===== config.mk =====
export PLATFORM = sky130hd
export DESIGN_NAME = hack_cpu_ctrl_flat
export DESIGN_NICKNAME = d
export VERILOG_FILES = /design/src/rtl/hack_cpu_ctrl_if.sv /design/src/rtl/hack_cpu_ctrl.sv /design/src/flat_wrapper.sv
export SDC_FILE = /design/constraint.sdc
export NUM_CORES = 1
export LEC_CHECK = 0
export CELL_PAD_IN_SITES_DETAIL_PLACEMENT = 1
export CELL_PAD_IN_SITES_GLOBAL_PLACEMENT = 1
export CORE_ASPECT_RATIO = 0.75
export CORE_MARGIN = 5
export CORE_UTILIZATION = 34
export CTS_CLUSTER_SIZE = 25
export DETAILED_ROUTE_END_ITERATION = 7
export GPL_TIMING_DRIVEN = 1
export PLACE_DENSITY = 0.86
export SYNTH_ARGS = -nofsm -noshare
export SYNTH_HDL_FRONTEND = slang
export SYNTH_SLANG_ARGS = --single-unit

===== constraint.sdc =====
create_clock -name clk -period 3.47 [get_ports clk]
set_input_delay 0.5205 -clock clk [delete_from_list [all_inputs] [get_ports clk]]
set_output_delay 0.5205 -clock clk [all_outputs]
set_load 0.05 [all_outputs]

===== src/rtl/hack_cpu_ctrl_if.sv =====
// Bus bundle between the Hack CPU sequencer and its instruction memory, data memory and ALU.
// The master modport is the CPU side; the slave modport is the memory/ALU side.
interface hack_cpu_ctrl_if;
  logic        imem_req;
  logic [14:0] imem_addr;
  logic        imem_ack;
  logic [15:0] imem_rdata;
  logic        dmem_req;
  logic        dmem_we;
  logic [14:0] dmem_addr;
  logic [15:0] dmem_wdata;
  logic        dmem_ack;
  logic [15:0] dmem_rdata;
  logic [15:0] alu_x;
  logic [15:0] alu_y;
  logic        alu_zx, alu_nx, alu_zy, alu_ny, alu_f, alu_no;
  logic [15:0] alu_out;
  logic        alu_zr;
  logic        alu_ng;

  modport master (
    output imem_req, imem_addr,
    input  imem_ack, imem_rdata,
    output dmem_req, dmem_we, dmem_addr, dmem_wdata,
    input  dmem_ack, dmem_rdata,
    output alu_x, alu_y, alu_zx, alu_nx, alu_zy, alu_ny, alu_f, alu_no,
    input  alu_out, alu_zr, alu_ng
  );

  modport slave (
    input  imem_req, imem_addr,
    output imem_ack, imem_rdata,
    input  dmem_req, dmem_we, dmem_addr, dmem_wdata,
    output dmem_ack, dmem_rdata,
    input  alu_x, alu_y, alu_zx, alu_nx, alu_zy, alu_ny, alu_f, alu_no,
    output alu_out, alu_zr, alu_ng
  );
endinterface


===== src/rtl/hack_cpu_ctrl.sv =====
// Multi-cycle Hack CPU sequencer: fetch/decode/memory/execute/writeback over an external ALU.
// Owns A, D and PC; memory accesses use a hold-until-ack request handshake.
module hack_cpu_ctrl #(
  parameter logic [14:0] RESET_PC = 15'd0
) (
  input  logic            clk,
  input  logic            rst_n,
  hack_cpu_ctrl_if.master hack_bus,
  output logic [14:0]     pc,
  output logic [15:0]     a_reg,
  output logic [15:0]     d_reg,
  output logic            instr_done
);

  typedef enum logic [2:0] {FETCH, DECODE, MEMRD, EXEC, WB} state_t;

  state_t      state_q, state_d;
  logic [14:0] pc_q, pc_d;
  logic [15:0] a_q, a_d;
  logic [15:0] d_q, d_d;
  logic [15:0] ir_q, ir_d;
  logic [15:0] m_q, m_d;
  logic [15:0] res_q, res_d;
  logic        zr_q, zr_d;
  logic        ng_q, ng_d;
  logic        done_q, done_d;
  logic        imem_req_c, dmem_req_c, dmem_we_c;
  logic        jump;

  assign jump = (ir_q[2] & ng_q) | (ir_q[1] & zr_q) | (ir_q[0] & ~ng_q & ~zr_q);

  always_ff @(posedge clk) begin
    if (!rst_n) begin
      state_q <= FETCH;
      pc_q    <= RESET_PC;
      a_q     <= '0;
      d_q     <= '0;
      ir_q    <= '0;
      m_q     <= '0;
      res_q   <= '0;
      zr_q    <= 1'b0;
      ng_q    <= 1'b0;
      done_q  <= 1'b0;
    end else begin
      state_q <= state_d;
      pc_q    <= pc_d;
      a_q     <= a_d;
      d_q     <= d_d;
      ir_q    <= ir_d;
      m_q     <= m_d;
      res_q   <= res_d;
      zr_q    <= zr_d;
      ng_q    <= ng_d;
      done_q  <= done_d;
    end
  end

  always_comb begin
    state_d    = state_q;
    pc_d       = pc_q;
    a_d        = a_q;
    d_d        = d_q;
    ir_d       = ir_q;
    m_d        = m_q;
    res_d      = res_q;
    zr_d       = zr_q;
    ng_d       = ng_q;
    done_d     = 1'b0;
    imem_req_c = 1'b0;
    dmem_req_c = 1'b0;
    dmem_we_c  = 1'b0;
    case (state_q)
      FETCH: begin
        imem_req_c = 1'b1;
        if (hack_bus.imem_ack) begin
          ir_d    = hack_bus.imem_rdata;
          state_d = DECODE;
        end
      end
      DECODE: begin
        if (!ir_q[15]) begin
          a_d     = {1'b0, ir_q[14:0]};
          pc_d    = pc_q + 15'd1;
          done_d  = 1'b1;
          state_d = FETCH;
        end else if (ir_q[12]) begin
          state_d = MEMRD;
        end else begin
          state_d = EXEC;
        end
      end
      MEMRD: begin
        dmem_req_c = 1'b1;
        if (hack_bus.dmem_ack) begin
          m_d     = hack_bus.dmem_rdata;
          state_d = EXEC;
        end
      end
      EXEC: begin
        res_d   = hack_bus.alu_out;
        zr_d    = hack_bus.alu_zr;
        ng_d    = hack_bus.alu_ng;
        state_d = WB;
      end
      WB: begin
        dmem_req_c = ir_q[3];
        dmem_we_c  = ir_q[3];
        // A is still the pre-instruction value here, so it serves as both store address and jump target.
        if (!ir_q[3] || hack_bus.dmem_ack) begin
          if (ir_q[5]) a_d = res_q;
          if (ir_q[4]) d_d = res_q;
          pc_d    = jump ? a_q[14:0] : pc_q + 15'd1;
          done_d  = 1'b1;
          state_d = FETCH;
        end
      end
      default: state_d = FETCH;
    endcase
  end

  assign hack_bus.imem_req   = imem_req_c & rst_n;
  assign hack_bus.imem_addr  = pc_q;
  assign hack_bus.dmem_req   = dmem_req_c & rst_n;
  assign hack_bus.dmem_we    = dmem_we_c;
  assign hack_bus.dmem_addr  = a_q[14:0];
  assign hack_bus.dmem_wdata = res_q;
  assign hack_bus.alu_x      = d_q;
  assign hack_bus.alu_y      = ir_q[12] ? m_q : a_q;
  assign hack_bus.alu_zx     = ir_q[11];
  assign hack_bus.alu_nx     = ir_q[10];
  assign hack_bus.alu_zy     = ir_q[9];
  assign hack_bus.alu_ny     = ir_q[8];
  assign hack_bus.alu_f      = ir_q[7];
  assign hack_bus.alu_no     = ir_q[6];

  assign pc         = pc_q;
  assign a_reg      = a_q;
  assign d_reg      = d_q;
  assign instr_done = done_q;

endmodule

===== src/flat_wrapper.sv =====
// flat-port wrapper written by rule: the top's interface ports become plain ports
module hack_cpu_ctrl_flat 
#(
  parameter logic [14:0] RESET_PC = 15'd0
)
  (clk, rst_n, pc, a_reg, d_reg, instr_done, hack_bus_imem_req, hack_bus_imem_addr, hack_bus_imem_ack, hack_bus_imem_rdata, hack_bus_dmem_req, hack_bus_dmem_we, hack_bus_dmem_addr, hack_bus_dmem_wdata, hack_bus_dmem_ack, hack_bus_dmem_rdata, hack_bus_alu_x, hack_bus_alu_y, hack_bus_alu_zx, hack_bus_alu_nx, hack_bus_alu_zy, hack_bus_alu_ny, hack_bus_alu_f, hack_bus_alu_no, hack_bus_alu_out, hack_bus_alu_zr, hack_bus_alu_ng);
  hack_cpu_ctrl_if hack_bus_i ();
  input  logic clk;
  input  logic rst_n;
  output logic [14:0] pc;
  output logic [15:0] a_reg;
  output logic [15:0] d_reg;
  output logic instr_done;
  output wire logic [$bits(hack_bus_i.imem_req)-1:0] hack_bus_imem_req;
  output wire logic [$bits(hack_bus_i.imem_addr)-1:0] hack_bus_imem_addr;
  input wire logic [$bits(hack_bus_i.imem_ack)-1:0] hack_bus_imem_ack;
  input wire logic [$bits(hack_bus_i.imem_rdata)-1:0] hack_bus_imem_rdata;
  output wire logic [$bits(hack_bus_i.dmem_req)-1:0] hack_bus_dmem_req;
  output wire logic [$bits(hack_bus_i.dmem_we)-1:0] hack_bus_dmem_we;
  output wire logic [$bits(hack_bus_i.dmem_addr)-1:0] hack_bus_dmem_addr;
  output wire logic [$bits(hack_bus_i.dmem_wdata)-1:0] hack_bus_dmem_wdata;
  input wire logic [$bits(hack_bus_i.dmem_ack)-1:0] hack_bus_dmem_ack;
  input wire logic [$bits(hack_bus_i.dmem_rdata)-1:0] hack_bus_dmem_rdata;
  output wire logic [$bits(hack_bus_i.alu_x)-1:0] hack_bus_alu_x;
  output wire logic [$bits(hack_bus_i.alu_y)-1:0] hack_bus_alu_y;
  output wire logic [$bits(hack_bus_i.alu_zx)-1:0] hack_bus_alu_zx;
  output wire logic [$bits(hack_bus_i.alu_nx)-1:0] hack_bus_alu_nx;
  output wire logic [$bits(hack_bus_i.alu_zy)-1:0] hack_bus_alu_zy;
  output wire logic [$bits(hack_bus_i.alu_ny)-1:0] hack_bus_alu_ny;
  output wire logic [$bits(hack_bus_i.alu_f)-1:0] hack_bus_alu_f;
  output wire logic [$bits(hack_bus_i.alu_no)-1:0] hack_bus_alu_no;
  input wire logic [$bits(hack_bus_i.alu_out)-1:0] hack_bus_alu_out;
  input wire logic [$bits(hack_bus_i.alu_zr)-1:0] hack_bus_alu_zr;
  input wire logic [$bits(hack_bus_i.alu_ng)-1:0] hack_bus_alu_ng;
  assign hack_bus_imem_req = hack_bus_i.imem_req;
  assign hack_bus_imem_addr = hack_bus_i.imem_addr;
  assign hack_bus_i.imem_ack = hack_bus_imem_ack;
  assign hack_bus_i.imem_rdata = hack_bus_imem_rdata;
  assign hack_bus_dmem_req = hack_bus_i.dmem_req;
  assign hack_bus_dmem_we = hack_bus_i.dmem_we;
  assign hack_bus_dmem_addr = hack_bus_i.dmem_addr;
  assign hack_bus_dmem_wdata = hack_bus_i.dmem_wdata;
  assign hack_bus_i.dmem_ack = hack_bus_dmem_ack;
  assign hack_bus_i.dmem_rdata = hack_bus_dmem_rdata;
  assign hack_bus_alu_x = hack_bus_i.alu_x;
  assign hack_bus_alu_y = hack_bus_i.alu_y;
  assign hack_bus_alu_zx = hack_bus_i.alu_zx;
  assign hack_bus_alu_nx = hack_bus_i.alu_nx;
  assign hack_bus_alu_zy = hack_bus_i.alu_zy;
  assign hack_bus_alu_ny = hack_bus_i.alu_ny;
  assign hack_bus_alu_f = hack_bus_i.alu_f;
  assign hack_bus_alu_no = hack_bus_i.alu_no;
  assign hack_bus_i.alu_out = hack_bus_alu_out;
  assign hack_bus_i.alu_zr = hack_bus_alu_zr;
  assign hack_bus_i.alu_ng = hack_bus_alu_ng;
  hack_cpu_ctrl #(.RESET_PC(RESET_PC)) u_core (.clk(clk), .rst_n(rst_n), .hack_bus(hack_bus_i), .pc(pc), .a_reg(a_reg), .d_reg(d_reg), .instr_done(instr_done));
endmodule

==> results of run 1 <==
## layer usage
metal  routed length [µm]  vias to the layer above  GRT usage, %
met4                  275                        0          5.49
met1                 7560                     2348          25.3
li1                     -                     2253             -
met2                 8220                      147          34.8
met3                 1280                       24          6.53
met5                    0                        -             0
## critical path: stages (launching register included)
cell	delay [ns]
dfxtp_1	0.92
clkinv_1	0.50
nand3_1	0.21
a21oi_1	0.10
and2_1	0.19
buf_4	0.19
## Yosys cell counts, types with 2 or more instances
master    number  area [µm²]
clkbuf_1      26        97.6
buf_2          8        40.0
mux2_2        17         191
nand3_1       10        50.1
nor4_1         4        25.0
a211oi_1      14         105
o22ai_1       11        68.8
nor3b_2        2        25.0
nand4_1        8        50.1
buf_6          2        22.5
or4_1          2        15.0
nor3_1         7        35.0
dfxtp_1      101        2020
or2_2          2        12.5
o21ai_0       16        80.1
and2_1         4        25.0
or3_1         17         106
a31oi_1        2        12.5
and4_1         2        17.5
a21oi_1       70         350
nor4b_1        3        26.3
buf_4         47         353
nand2b_1       5        31.3
inv_1          6        22.5
nand2_1      117         439
and3_1         2        12.5
nor2_1        22        82.6
mux2i_1       43         430
## area by class of cell
class,instances,share of cell area [%]
Clock buffer,10,3.47
Clock inverter,6,0.672
Inverter,7,0.382
Multi-Input combinational cell,395,34.0
Sequential cell,101,29.4
Tap cell,200,3.63
Timing Repair Buffer,198,28.5
## metrics by stage
stage	hold WS [ns]	instance area (µm²)
floorplan	0.433	4910
global placement	0.441	6600
detailed placement	0.448	6600
CTS	0.458	6890
global route	0.475	6890
finish	0.455	6890
## how the worst max path moves through the flow
stage	cells after the start	start	slack, ns	end
2_1_floorplan	3	rst_n	1.05	hack_bus_imem_req
3_3_place_gp	5	u_core.state_q[1]$_SDFFE_PN0P_	1.06	hack_bus_dmem_req
3_5_place_dp	5	hack_bus_dmem_ack	0.85	u_core.a_reg[9]$_SDFFE_PN0P_
4_1_cts	5	u_core.state_q[1]$_SDFFE_PN0P_	0.52	hack_bus_dmem_req
5_1_grt	5	u_core.state_q[1]$_SDFFE_PN0P_	0.29	hack_bus_dmem_req
6_report	5	u_core.state_q[1]$_SDFFE_PN0P_	0.50	hack_bus_dmem_req
## logic make-up (layout without fill, tap and decap cells)
| family | Yosys count | count (layout) |
|---|---|---|
| AO/OA/AOI/OAI | 123 | 123 |
| adder cells (fa/ha/maj) | 1 | 1 |
| buffers and inverters | 93 | 221 |
| flip-flops | 101 | 101 |
| multiplexers | 60 | 60 |
| AND/OR/NAND/NOR | 211 | 211 |
## power breakdown
part	internal, W	switching (W)
logic	0.000126	0.000185
clock network	0.000512	0.000472
registers	0.00118	0.0000305
==> run summary, run 1 <==
Die Wd -> 149 µm
clock sinks -> 101
clk_skew -> 0.0121 ns
IO Pins -> 189
Setup TNS -> 0 ns
final worst-path cycle share -> 85.6%
Pleak -> 2.44 nW
cts bufs inserted -> 9
Critical Path RT -> 2.95 ns
worst-case reg-to-reg path depth -> 5
register area -> 2020 µm²
EDFF count, synth -> 0
commonest non-fill, non-tap cells in the layout -> clkdlybuf4s50_1 (185), nand2_1 (117), dfxtp_1 (101)
WS Path Type -> reg -> out
Post-CTS Setup Repair Bufs -> 0
CTS root buf -> clkbuf_16
# DRC -> 0
# rows -> 38
max_cap viols -> 0
Reg clk slew, reported paths -> 0.07 ns
Synth async-reset ratio -> 0%
critical path data arrival time -> 2.45 ns
DRT iter0 DRCs -> 220
core area -> 14300 µm²
Post-Syn Area -> 4910 µm²
FMAX -> 337 MHz
Top FF cell, synth -> dfxtp_1
# resized after CTS -> 0
Setup crit end kind -> output pin
worst r2r dst -> u_core.hack_bus.imem_addr[10]$_SDFFE_PN0P_
pin count of the biggest net entering global routing -> 43
main combinational cell family by area after synthesis -> simple AND/OR/NAND/NOR gates
Core Util, Final -> 48.1%
vias per cell -> 5.20
Multi-input gate area -> 2340 µm²
first-pass GRT wire length -> 27.6 mm
clock tree from TritonCTS -> yes
htree depth -> 3
endpoints failing setup -> 0
non-filler cells, final -> 917
register bit total from synthesis -> 101
Die H -> 114 µm
sequential area share after synthesis -> 41.2%
Synth Net Count -> 644
CP Launch Type -> register
Detailed Route WL -> 17.3 mm
DR pass1 iterations -> 4
status -> finished clean
die footprint -> 17000 µm²
overall routing resource usage -> 20.5%
post-DP HPWL -> 13.0 mm
vias in the first global route -> 5116
adder-cell share of the synthesized area -> 0.255%
Synth Area in Simple Gates -> 20.1%
XOR/XNOR Fraction of Synth Area -> 0%
Worst Hold Depth -> 2
Tot Pwr -> 0.00250 W
layout cells sized above 1 -> 7.81%
Place WS -> 0.845 ns
Max FO, Critical Path -> 28
gp weighted congestion -> 0.821
post-synthesis mux area share -> 12.7%
Worst slew margin -> 24.1%
power density cells -> 364 nW/µm²
Initial Util -> 34.3%
number of max-slew violations in the final report -> 0
Hold Startpoint -> u_core.m_q[4]$_SDFFE_PN0P_
Synth-to-Final Area Change -> 40.3%
WHS Endpoint -> u_core.m_q[4]$_SDFFE_PN0P_
Final #Nets -> 767
reg-to-reg slack, setup -> 0.99 ns
cell count after synthesis -> 589
Port Buffers -> 188
Synth Area in Compound Gates -> 14.4%
Remaining Overflow, GRT -> 0
Hold Crit Class -> reg -> reg
vias -> 4772
Hold Vio Cnt, Final -> 0
maximum buffer depth of the clock tree -> 2
RSZ-0062 raised after global routing -> false
mean area per synthesized cell -> 8.33 µm²
Netlist cell types -> 47
cts hold-fix bufs -> 0
fill count -> 1681
final worst slack -> 0.499 ns
diode count -> 0
placed cells -> 901
fin crit period -> 2.97 ns
Syn. warnings -> 0
worst slew pin tran -> 1.13 ns
initial antenna violation count -> 0
Worst-Skew Late Latency -> 0.35 ns
commonest non-fill, non-tap cell in the layout -> clkdlybuf4s50_1
maximum vdd drop -> 196 µV
wire per inst -> 18.9 µm
Final ANT Viol Nets -> 0
worst r2r src -> u_core.state_q[1]$_SDFFE_PN0P_
Note: power is estimated with default switching activity, not from simulation.
==> run 2, diff against run 1 <==
Clock period 3.47 ns to 3.7 ns, I/O delays scaled along.
==> run summary, run 2 (same netlist as run 1, synthesis figures left out) <==
Worst slew margin -> 21.3% (-2.8 points)
htree depth -> 3 (unchanged)
endpoints failing setup -> 0 (unchanged)
Synth-to-Final Area Change -> 39.9%
Hold Vio Cnt, Final -> 0 (unchanged)
fin crit period -> 3.02 ns
die footprint -> 17000 µm² (unchanged)
fill count -> 1637 (-2.6%)
vias -> 4682 (-1.9%)
CP dominant cell by count -> buf_4
Max FO, Critical Path -> 35 (+25%)
Post-CTS Setup Repair Bufs -> 0 (unchanged)
clock sinks -> 101 (unchanged)
critical-path cell list -> buf_4 -> clkinv_1 -> nand3_1 -> a21oi_1 -> and2_1 -> buf_4
final worst slack -> 0.675 ns (+0.176 ns)
layout cells sized above 1 -> 7.12% (-0.69 points)
critical path data arrival time -> 2.47 ns (+0.02 ns)
wire length on met2 -> 8.29 mm (+0.77%)
final worst-path cycle share -> 81.8%
Pleak -> 2.43 nW (-0.33%)
Critical Path RT -> 3.14 ns (+0.19 ns)
first-pass GRT wire length -> 27.2 mm (-1.4%)
# resized after CTS -> 0 (unchanged)
FMAX -> 331 MHz
Remaining Overflow, GRT -> 0 (unchanged)
Final #Nets -> 766 (-0.13%)
IO Pins -> 189 (unchanged)
non-filler cells, final -> 916 (-0.11%)
core area -> 14300 µm² (unchanged)
wire per inst -> 18.9 µm (+0.11%)
DRT iter0 DRCs -> 281 (+28%)
status -> finished clean
post-DP HPWL -> 12.9 mm (-0.93%)
pin count of the biggest net entering global routing -> 46 (+7.0%)
commonest non-fill, non-tap cell in the layout -> clkdlybuf4s50_1
# DRC -> 0 (unchanged)
Die H -> 114 µm (unchanged)
# rows -> 38 (unchanged)
cts hold-fix bufs -> 0 (unchanged)
WS Path Type -> reg -> out
maximum vdd drop -> 215 µV (+9.7%)
clk_skew -> 0.00652 ns (-0.00559 ns)
Reg clk slew, reported paths -> 0.07 ns (about the same)
RSZ-0062 raised after global routing -> false
Setup crit end kind -> output pin
DR pass1 iterations -> 4 (unchanged)
Worst-Skew Late Latency -> 0.34 ns (about the same)
Worst path top cell family by delay -> buffers and inverters
power density cells -> 336 nW/µm² (-7.6%)
number of max-slew violations in the final report -> 0 (unchanged)
diode count -> 0 (unchanged)
CP max stage delay -> 0.70 ns (-0.22 ns)
wire length on met3 -> 1.18 mm (-7.9%)
Port Buffers -> 188 (unchanged)
CP Launch Type -> register
maximum buffer depth of the clock tree -> 2 (unchanged)
Place WS -> 0.977 ns (+0.132 ns)
worst slew pin tran -> 1.17 ns (+0.0395 ns)
max_cap viols -> 0 (unchanged)
clock tree from TritonCTS -> yes
Setup TNS -> 0 ns (unchanged)
vias in the first global route -> 4927 (-3.7%)
slowest cell on the critical path -> dfxtp_1
cts bufs inserted -> 9 (unchanged)
Hold Crit Class -> reg -> reg
max layer used -> met4
gp weighted congestion -> 0.836 (+1.8%)
Final Cell Area -> 6870 µm² (-0.25%)
initial antenna violation count -> 0 (unchanged)
Detailed Route WL -> 17.3 mm (unchanged)
Placed Area -> 6600 µm² (about the same)
vias per cell -> 5.11 (-1.8%)
commonest non-fill, non-tap cells in the layout -> clkdlybuf4s50_1 (187), nand2_1 (117), dfxtp_1 (101)
placed cells -> 900 (-0.11%)
overall routing resource usage -> 20.2% (-0.35 points)
CTS root buf -> clkbuf_16
Die Wd -> 149 µm (unchanged)
Worst Path Buf+Inv -> 3 (+1)
Final ANT Viol Nets -> 0 (unchanged)
met1 WL -> 7.74 mm (+2.5%)
Initial Util -> 34.3% (unchanged)
-- run 2: changes by cell type in the layout (fill, tap and decap cells not counted) --
cell,change
clkbuf_1,+2
clkinvlp_4,-2
buf_4,-3
inv_6,-2
clkdlybuf4s50_1,+2
clkinv_2,+2
-- run 2: final timing paths --
| kind | from | endpoint | slack (ns) | cells past startpoint |
|---|---|---|---|---|
| min | u_core.m_q[15]$_SDFFE_PN0P_ | u_core.m_q[15]$_SDFFE_PN0P_ | 0.46 | 2 |
| min reg2reg | u_core.m_q[15]$_SDFFE_PN0P_ | u_core.m_q[15]$_SDFFE_PN0P_ | 0.46 | 2 |
| max | u_core.state_q[1]$_SDFFE_PN0P_ | hack_bus_dmem_req | 0.68 | 6 |
| max reg2reg | u_core.state_q[1]$_SDFFE_PN0P_ | u_core.m_q[8]$_SDFFE_PN0P_ | 1.04 | 5 |
-- run 2: layer usage --
metal	track usage (%)	vias up
li1	-	2249
met1	26.8	2266
met2	33.2	157
met3	5.54	10
met4	3.96	0
met5	0	-
-- run 2: final cells by class --
type / instances / area (µm²) / area share (%)
repair buffers: 197 / 1960 / 28.5
clock inverters: 4 / 23.8 / 0.346
flip-flops and latches: 101 / 2020 / 29.4
inverters: 7 / 26.3 / 0.383
clock buffers: 12 / 246 / 3.59
well taps: 200 / 250 / 3.64
multi-input cells: 395 / 2340 / 34.1
-- run 2: worst min-delay path: stages (launching register included) --
cell,delay (ns)
dfxtp_1,0.31
nand2_1,0.05
a21oi_1,0.05
-- run 2: where the power goes --
part,switching (W),internal (W)
Clock,0.000409,0.000473
Combinational,0.000169,0.000118
Sequential,0.0000324,0.00111
Total,0.000610,0.00170
-- run 2: per-stage QoR --
stage / utilization (%) / power (W) / hold slack (ns)
floorplan: - / 0.00132 / 0.433
global placement: 46.1 / 0.00144 / 0.442
detailed placement: 46.1 / 0.00145 / 0.448
CTS: 48.0 / 0.00233 / 0.457
global route: 48.0 / 0.00240 / 0.486
finish: 48.0 / 0.00231 / 0.456
==> run 3, diff against run 2 <==
Settings changed: CORE_UTILIZATION 34 to 32, PLACE_DENSITY 0.86 to 0.81.
Clock period 3.7 ns to 3 ns, I/O delays scaled along.
==> run summary, run 3 (same netlist as run 1, synthesis figures left out) <==
cts bufs inserted -> 9 (unchanged)
final worst-path cycle share -> 83.2%
htree depth -> 3 (unchanged)
Multi-input gate area -> 2340 µm² (unchanged)
# DRC -> 0 (unchanged)
CP Launch Type -> register
DR pass1 iterations -> 4 (unchanged)
Worst Path Buf+Inv -> 2 (-1)
layout cells sized above 1 -> 7.79% (+0.67 points)
IO Pins -> 189 (unchanged)
Setup crit end kind -> output pin
cts hold-fix bufs -> 0 (unchanged)
maximum buffer depth of the clock tree -> 2 (unchanged)
vias in the first global route -> 5043 (+2.4%)
wire per inst -> 19.0 µm (+0.24%)
Post-CTS Setup Repair Bufs -> 0 (unchanged)
Worst path top cell family by delay -> buffers and inverters
first-pass GRT wire length -> 27.3 mm (+0.35%)
overall routing resource usage -> 19.0% (-1.1 points)
register area -> 2020 µm² (unchanged)
RSZ-0062 raised after global routing -> false
# resized after CTS -> 0 (unchanged)
reg-to-reg slack, setup -> 0.81 ns (-0.23 ns)
WS Path Type -> reg -> out
commonest non-fill, non-tap cells in the layout -> clkdlybuf4s50_1 (185), nand2_1 (117), dfxtp_1 (101)
critical-path cell list -> buf_4 -> mux2_2 -> clkdlybuf4s50_1
vias per cell -> 5.18 (+1.3%)
core area -> 15100 µm² (+5.7%)
clock sinks -> 101 (unchanged)
slowest cell on the critical path -> clkdlybuf4s50_1
diode count -> 0 (unchanged)
Setup TNS -> 0 ns (unchanged)
Synth-to-Final Area Change -> 41.4%
Detailed Route WL -> 17.5 mm (+1.1%)
maximum vdd drop -> 271 µV (+26%)
Core Util, Final -> 45.9% (-2.1 points)
FMAX -> 401 MHz
fill count -> 1735 (+6.0%)
die footprint -> 17900 µm² (+5.8%)
pin count of the biggest net entering global routing -> 45 (-2.2%)
Final ANT Viol Nets -> 0 (unchanged)
Port Buffers -> 188 (unchanged)
Worst slew margin -> 46.2% (+25 points)
power density cells -> 421 nW/µm² (+25%)
Initial Util -> 32.4% (-1.8 points)
commonest non-fill, non-tap cell in the layout -> clkdlybuf4s50_1
Max FO, Critical Path -> 19 (-46%)
# rows -> 39 (+2.6%)
final worst slack -> 0.503 ns (-0.172 ns)
Placed Area -> 6650 µm² (+0.74%)
Pleak -> 2.46 nW (+1.3%)
Reg clk slew, reported paths -> 0.06 ns (about the same)
Place WS -> 0.607 ns (-0.371 ns)
Final Cell Area -> 6940 µm² (+1.1%)
worst slew pin tran -> 0.807 ns (-0.368 ns)
status -> finished clean
Hold Crit Class -> reg -> reg
Critical Path RT -> 2.55 ns (-0.59 ns)
CTS root buf -> clkbuf_16
DRT iter0 DRCs -> 290 (+3.2%)
max_cap viols -> 0 (unchanged)
Worst-Skew Late Latency -> 0.34 ns (about the same)
gp weighted congestion -> 0.815 (-2.4%)
clk_skew -> 0.00827 ns (+0.00175 ns)
Remaining Overflow, GRT -> 0 (unchanged)
Hold Vio Cnt, Final -> 0 (unchanged)
fin crit period -> 2.50 ns
post-DP HPWL -> 13.1 mm (+2.1%)
initial antenna violation count -> 1 (+1)
Die H -> 117 µm (+2.8%)
clock tree from TritonCTS -> yes
number of max-slew violations in the final report -> 0 (unchanged)
vias -> 4784 (+2.2%)
Final #Nets -> 769 (+0.39%)
endpoints failing setup -> 0 (unchanged)
CP max stage delay -> 0.71 ns (about the same)
critical path data arrival time -> 2.05 ns (-0.42 ns)
Die Wd -> 153 µm (+2.9%)
[run 3: cell types whose count changed in the layout (fill, tap and decap cells not counted), sizes merged]
cell	before	now
buf	10	15
bufinv	0	1
clkinvlp	0	1
clkdlybuf4s50	187	185
clkinv	5	3
[run 3: metrics by stage]
step	hold slack, ns	std cells	total power [W]
floorplan	0.433	589	0.00163
detailed placement	0.449	908	0.00180
global route	0.482	924	0.00304
global placement	0.441	908	0.00179
CTS	0.460	924	0.00296
finish	0.462	924	0.00293
[run 3: layout make-up]
class	instances	share of cell area (%)
Clock buffer	12	3.55
Clock inverter	4	0.685
Inverter	7	0.379
Multi-Input combinational cell	395	33.7
Sequential cell	101	29.1
Tap cell	205	3.70
Timing Repair Buffer	200	28.8
[run 3: power by group]
group	switching [W]	internal, W
sequential	0.0000350	0.00137
combinational	0.000215	0.000150
clock	0.000492	0.000668
total	0.000742	0.00218
[run 3: final timing paths]
check                                 startpoint                      endpoint  cells past startpoint
setup / recovery    u_core.ir_q[12]$_SDFFE_PN0P_            hack_bus_alu_y[12]                      3
hold / removal       u_core.m_q[12]$_SDFFE_PN0P_   u_core.m_q[12]$_SDFFE_PN0P_                      2
setup reg to reg  u_core.state_q[1]$_SDFFE_PN0P_  u_core.d_reg[0]$_SDFFE_PN0P_                      5
hold reg to reg      u_core.m_q[12]$_SDFFE_PN0P_   u_core.m_q[12]$_SDFFE_PN0P_                      2
[run 3: tightest hold or removal path, cell delays in order (launching register included)]
cell,delay [ns]
dfxtp_1,0.31
nand2_1,0.05
a21oi_1,0.05
[run 3: layer usage]
layer / share of wire, % / wire, µm / up-vias / GRT usage, %
met5: 0.19 / 34 / - / 0
met4: 1.5 / 258 / 2 / 4.57
met3: 6.8 / 1190 / 26 / 5.92
met2: 48 / 8420 / 162 / 33.0
met1: 43 / 7620 / 2350 / 23.5
li1: - / - / 2244 / -
